[src/rtl/skinny_sched_pkg.sv]
// Shared constants, state encoding and randomness-word field positions for the
// SKINNY-64 masked SubCells scheduler.
package skinny_sched_pkg;

  localparam int NUM_CELLS = 16;
  localparam int SBOX_LAT  = 4;
  localparam int IDX_W     = 4;

  localparam int R_LSB  = 0;
  localparam int R_MSB  = 23;
  localparam int RC_LSB = 24;
  localparam int RC_MSB = 31;

  typedef enum logic [1:0] {
    IDLE,
    ISSUE,
    DRAIN,
    DONE
  } state_e;

endpackage

[src/rtl/skinny_occ_pipe.sv]
// Valid/index shadow of the masked Sbox pipeline; the last stage marks the
// cell leaving the Sbox this cycle.
module skinny_occ_pipe
  import skinny_sched_pkg::*;
#(
  parameter int LAT = SBOX_LAT,
  parameter int IW  = IDX_W
) (
  input  logic          clk,
  input  logic          rst_n,
  input  logic          valid_i,
  input  logic [IW-1:0] idx_i,
  output logic [LAT-1:0] occ_o,
  output logic          valid_o,
  output logic [IW-1:0] idx_o
);

  logic [LAT-1:0] valid_q;
  logic [IW-1:0]  idx_q [LAT];

  // Bubbles carry a zero index so wr_idx reads 0 whenever wr_en is low.
  always_ff @(posedge clk or negedge rst_n) begin
    if (!rst_n) begin
      valid_q <= '0;
      for (int i = 0; i < LAT; i++) idx_q[i] <= '0;
    end else begin
      valid_q[0] <= valid_i;
      idx_q[0]   <= valid_i ? idx_i : '0;
      for (int i = 1; i < LAT; i++) begin
        valid_q[i] <= valid_q[i-1];
        idx_q[i]   <= idx_q[i-1];
      end
    end
  end

  assign occ_o   = valid_q;
  assign valid_o = valid_q[LAT-1];
  assign idx_o   = idx_q[LAT-1];

endmodule

[src/rtl/skinny_sbox_sched.sv]
// Issues the cells of one masked SubCells pass into a shared pipelined Sbox,
// tracks them to write-back and gates the PRNG stream onto the Sbox buses.
//
// state | meaning
// IDLE  | waiting for start
// ISSUE | one cell per cycle with fresh randomness, bubble otherwise
// DRAIN | all cells issued, waiting for the last write-back
// DONE  | one-cycle completion pulse
module skinny_sbox_sched
  import skinny_sched_pkg::*;
#(
  parameter int NUM_CELLS = skinny_sched_pkg::NUM_CELLS,
  parameter int SBOX_LAT  = skinny_sched_pkg::SBOX_LAT,
  parameter int IDX_W     = skinny_sched_pkg::IDX_W
) (
  input  logic             clk,
  input  logic             rst_n,
  input  logic             start,
  output logic             busy,
  output logic             done,
  output logic [IDX_W-1:0] rd_idx,
  output logic             issue,
  output logic             wr_en,
  output logic [IDX_W-1:0] wr_idx,
  input  logic [31:0]      rnd_in,
  input  logic             rnd_valid,
  output logic             rnd_req,
  output logic [23:0]      r_out,
  output logic [7:0]       rc_out,
  output logic             rnd_err
);

  localparam logic [IDX_W-1:0]    LAST_IDX  = IDX_W'(NUM_CELLS - 1);
  localparam logic [SBOX_LAT-1:0] LAST_ONLY = SBOX_LAT'(1) << (SBOX_LAT - 1);

  state_e              state_q, state_d;
  logic [IDX_W-1:0]    cnt_q, cnt_d;
  logic                rnd_err_q, rnd_err_d;
  logic [SBOX_LAT-1:0] occ;
  logic                occ_any;

  assign occ_any = |occ;

  skinny_occ_pipe #(
    .LAT (SBOX_LAT),
    .IW  (IDX_W)
  ) u_occ_pipe (
    .clk     (clk),
    .rst_n   (rst_n),
    .valid_i (issue),
    .idx_i   (rd_idx),
    .occ_o   (occ),
    .valid_o (wr_en),
    .idx_o   (wr_idx)
  );

  always_ff @(posedge clk or negedge rst_n) begin
    if (!rst_n) begin
      state_q   <= IDLE;
      cnt_q     <= '0;
      rnd_err_q <= 1'b0;
    end else begin
      state_q   <= state_d;
      cnt_q     <= cnt_d;
      rnd_err_q <= rnd_err_d;
    end
  end

  always_comb begin
    state_d   = state_q;
    cnt_d     = cnt_q;
    rnd_err_d = rnd_err_q;
    issue     = 1'b0;
    unique case (state_q)
      IDLE: begin
        if (start) begin
          state_d   = ISSUE;
          cnt_d     = '0;
          rnd_err_d = 1'b0;
        end
      end
      ISSUE: begin
        // The counter wraps back to zero on the last issue, ready for the next pass.
        if (rnd_valid) begin
          issue = 1'b1;
          cnt_d = cnt_q + IDX_W'(1);
          if (cnt_q == LAST_IDX) state_d = DRAIN;
        end
      end
      DRAIN: begin
        // The youngest cell reaching the last stage means every write-back is out.
        if (occ == '0 || occ == LAST_ONLY) state_d = DONE;
      end
      DONE:    state_d = IDLE;
      default: state_d = IDLE;
    endcase
    if (occ_any && !rnd_valid) rnd_err_d = 1'b1;
  end

  assign busy    = (state_q != IDLE);
  assign done    = (state_q == DONE);
  assign rd_idx  = cnt_q;
  assign rnd_err = rnd_err_q;
  assign rnd_req = ((state_q == ISSUE) || occ_any) && rnd_valid;
  assign r_out   = rnd_req ? rnd_in[R_MSB:R_LSB]   : '0;
  assign rc_out  = rnd_req ? rnd_in[RC_MSB:RC_LSB] : '0;

endmodule

[config.mk]
export PLATFORM = sky130hd
export DESIGN_NAME = skinny_sbox_sched
export DESIGN_NICKNAME = d
export VERILOG_FILES = /design/src/rtl/skinny_sched_pkg.sv /design/src/rtl/skinny_occ_pipe.sv /design/src/rtl/skinny_sbox_sched.sv
export SDC_FILE = /design/constraint.sdc
export NUM_CORES = 1
export LEC_CHECK = 0
export CAP_MARGIN = 15
export CORE_ASPECT_RATIO = 0.75
export CORE_UTILIZATION = 35
export CTS_BUF_LIST = sky130_fd_sc_hd__clkbuf_4
export DETAILED_ROUTE_END_ITERATION = 6
export PLACE_DENSITY = 0.89
export SLEW_MARGIN = 25
export SYNTH_ARGS = -nofsm -noshare
export SYNTH_HDL_FRONTEND = slang
export SYNTH_SLANG_ARGS = --single-unit
[constraint.sdc]
create_clock -name clk -period 2.1 [get_ports clk]
set_input_delay 0.63 -clock clk [delete_from_list [all_inputs] [get_ports clk]]
set_output_delay 0.63 -clock clk [all_outputs]
set_load 0.1 [all_outputs]
==> flow_summary.ini <==
[critical_path]
end_kind = output port
cp.required_ps = 1470
r2r_start = state_q[1]
cp-startpoint = u_occ_pipe.occ_o[1]
rrSetupSlack_ps = 230
worstPathMaxFanout = 5
worstSetupPathType = register to output port
startpoint_type = register
reg2reg_depth = 8
crit_end = r_out[14]
r2r-end = state_q[1]
crit_arrival_ps = 2010

[floorplan]
io_pins = 82
fp.coreArea_um2 = 3730
dieArea_um2 = 4250
die_height_um = 56.7
start_util_pct = 37.4
rows = 19
die_w_um = 75.0

[layout]
drive_above_1_share_pct = 54.0
antennaDiodeCount = 0
n_fill_cell = 201
nets = 267
syn_to_final_growth_pct = 113

[logic_synthesis]
ys_types = 34
yosysSeqAreaShare_pct = 48.3
syn_area_um2 = 1400
ys.flop_type = dfrtp_1
yosysWarnings = 0
synth_edf_count = 0
postSynthAreaPerCell_um2 = 11.4
synthArstFlopShare_pct = 100
syn_nets = 165
synth-seq-cells = 27
synthCells = 123

[grt]
track_usage_pct = 23.3
grt_pass1_vias = 1385
grt_overflow = 0
antenna_found_initial = 0
grt_max_degree = 28
grt_pass1_wl_um = 7190

[drt]
vias = 1351
drc_errors = 0
avgViaCountPerCell = 4.89
postRouteAntennaNets = 0
drt_first_iter_violations = 79
routed_wl_um = 4780
wl_per_cell_um = 17.3
firstDrtPassIters = 4

[place]
hpwl_um = 3350
portBuffers = 81
place_ws_ps = -330
globalplace.congestion = 0.782

[timing]
drv_slew = 0
max_freq_mhz = 379
finalCritPeriodShare_pct = 126
fin_skew_ps = 7.80
rsz0062_at_grt = yes
hold_viol_final = 0
setup_viol = 34
slew_headroom_pct = 76.4
tns_ps = -17330
tightest_slew_ps = 349
finalCriticalPeriod_ps = 2640
worst_slack_ps = -539

[hold_path]
hp-class = register to register
hold_start = u_occ_pipe.idx_q[5]

[clock_network]
numCtsBuffers = 3
clockBufferDepth = 2
ctsRootBufferMaster = clkbuf_4
tritoncts = done
clk_pin_slew_ps = 150
hold_buffers = 0
htreeDepth = 1
clock_latency_ps = 330
clock-sinks = 27

[power]
irDropWorstVdd_uv = 1160
p_per_area_nw_per_um2 = 1650
total_power_mw = 4.91
p_leak_nw = 1.37

[outcome]
status = finished, violations left
violations = setup timing

[run]
max_cap_violations = 0
## layout make-up
class / count / area, um^2 / area share (%)
sequential: 27 / 679 / 22.8
tap: 52 / 65.1 / 2.19
timing repair buffer: 106 / 1500 / 50.3
clock buffer: 3 / 22.5 / 0.757
inverter: 6 / 26.3 / 0.883
clock inverter: 1 / 7.51 / 0.252
multi-input combinational: 81 / 677 / 22.8
## power breakdown
part	leakage, nW	switching [mW]	total [mW]	internal (mW)
Clock	0.0139	0.157	0.230	0.0731
Sequential	0.361	0.105	0.720	0.615
Combinational	0.990	2.38	3.96	1.58
## per-stage QoR
stage	instances	cell area, um^2	hold WS, ps	util, %
final	276	2980	366	79.7
after global routing	276	2980	371	79.7
after CTS	274	2960	369	79.3
after detailed placement	261	2820	335	75.5
after global placement	261	2820	333	75.5
after floorplan	123	1430	331	-
## worst min path at each step
stage | depth (start not counted) | slack (ps) | end
after global placement | 0 | 330 | u_occ_pipe.idx_o[1]
after global routing | 0 | 370 | u_occ_pipe.idx_o[1]
after detailed placement | 0 | 330 | u_occ_pipe.idx_q[9]
final | 0 | 370 | u_occ_pipe.idx_o[1]
after floorplan | 0 | 330 | rd_idx[0]
after CTS | 0 | 370 | u_occ_pipe.idx_o[1]
## synthesized netlist by cell type, types with 3 or more instances
library cell | count | area share, %
inv_1 | 6 | 1.6
nand2_1 | 3 | 0.81
dfrtp_1 | 27 | 48
and2_2 | 3 | 1.6
ha_1 | 6 | 5.4
and2_1 | 5 | 2.2
buf_6 | 3 | 2.4
and2_4 | 24 | 15
nor2_1 | 5 | 1.3
o211ai_1 | 3 | 1.6
and3_1 | 3 | 1.3
nor3_1 | 3 | 1.1
buf_4 | 4 | 2.1
## cell usage in the layout (no fill, tap or decap), types with 2 or more instances in the layout
cell,instances
a21oi_1,2
and2_4,32
and3_1,3
buf_12,48
buf_4,20
buf_6,2
clkbuf_4,3
clkdlybuf4s50_1,34
clkinvlp_4,2
dfrtp_1,26
ha_1,4
ha_4,2
inv_1,2
inv_2,3
nand2_1,3
nand2b_1,2
nand3_1,2
nand4_1,2
nor2_1,4
nor3_1,3
o211ai_1,3
o311ai_0,2
o31ai_1,2
## state kept, by name, indices dropped and copies added (netlist names)
signal	count
u_occ_pipe.idx_o	4
state_q	2
u_occ_pipe.occ_o	4
rd_idx	4
u_occ_pipe.idx_q	12
rnd_err	1
## timing repair
action | 4_1_cts | 5_1_grt
cloned | 0 | 0
setup endpoints to repair | 35 | 35
pin swaps | 2 | 0
setup buffers | 9 | 2
resized for setup | 15 | 1
## cells by family after synthesis
logic type | count (synthesis) | synth area share [%]
and+or+nand+nor | 58 | 29.5
DFF | 27 | 48.3
AOI/OAI and AO/OA | 16 | 9.31
buffers and inverters | 15 | 6.71
adders and majority gates | 6 | 5.37
muxes | 1 | 0.806
## routing by layer
layer / GRT usage, % / part of all wire (%)
met1: 26.9 / 36
met3: 5.03 / 4.3
met2: 43.1 / 58
met4: 5.66 / 1.5
met5: 0 / 0
## critical path, stage by stage (launching register included)
cell	delay, ps
dfrtp_1	410
or4_4	550
o21a_4	240
buf_4	160
and2_4	150
buf_12	160
Note: power is estimated with default switching activity, not from simulation.
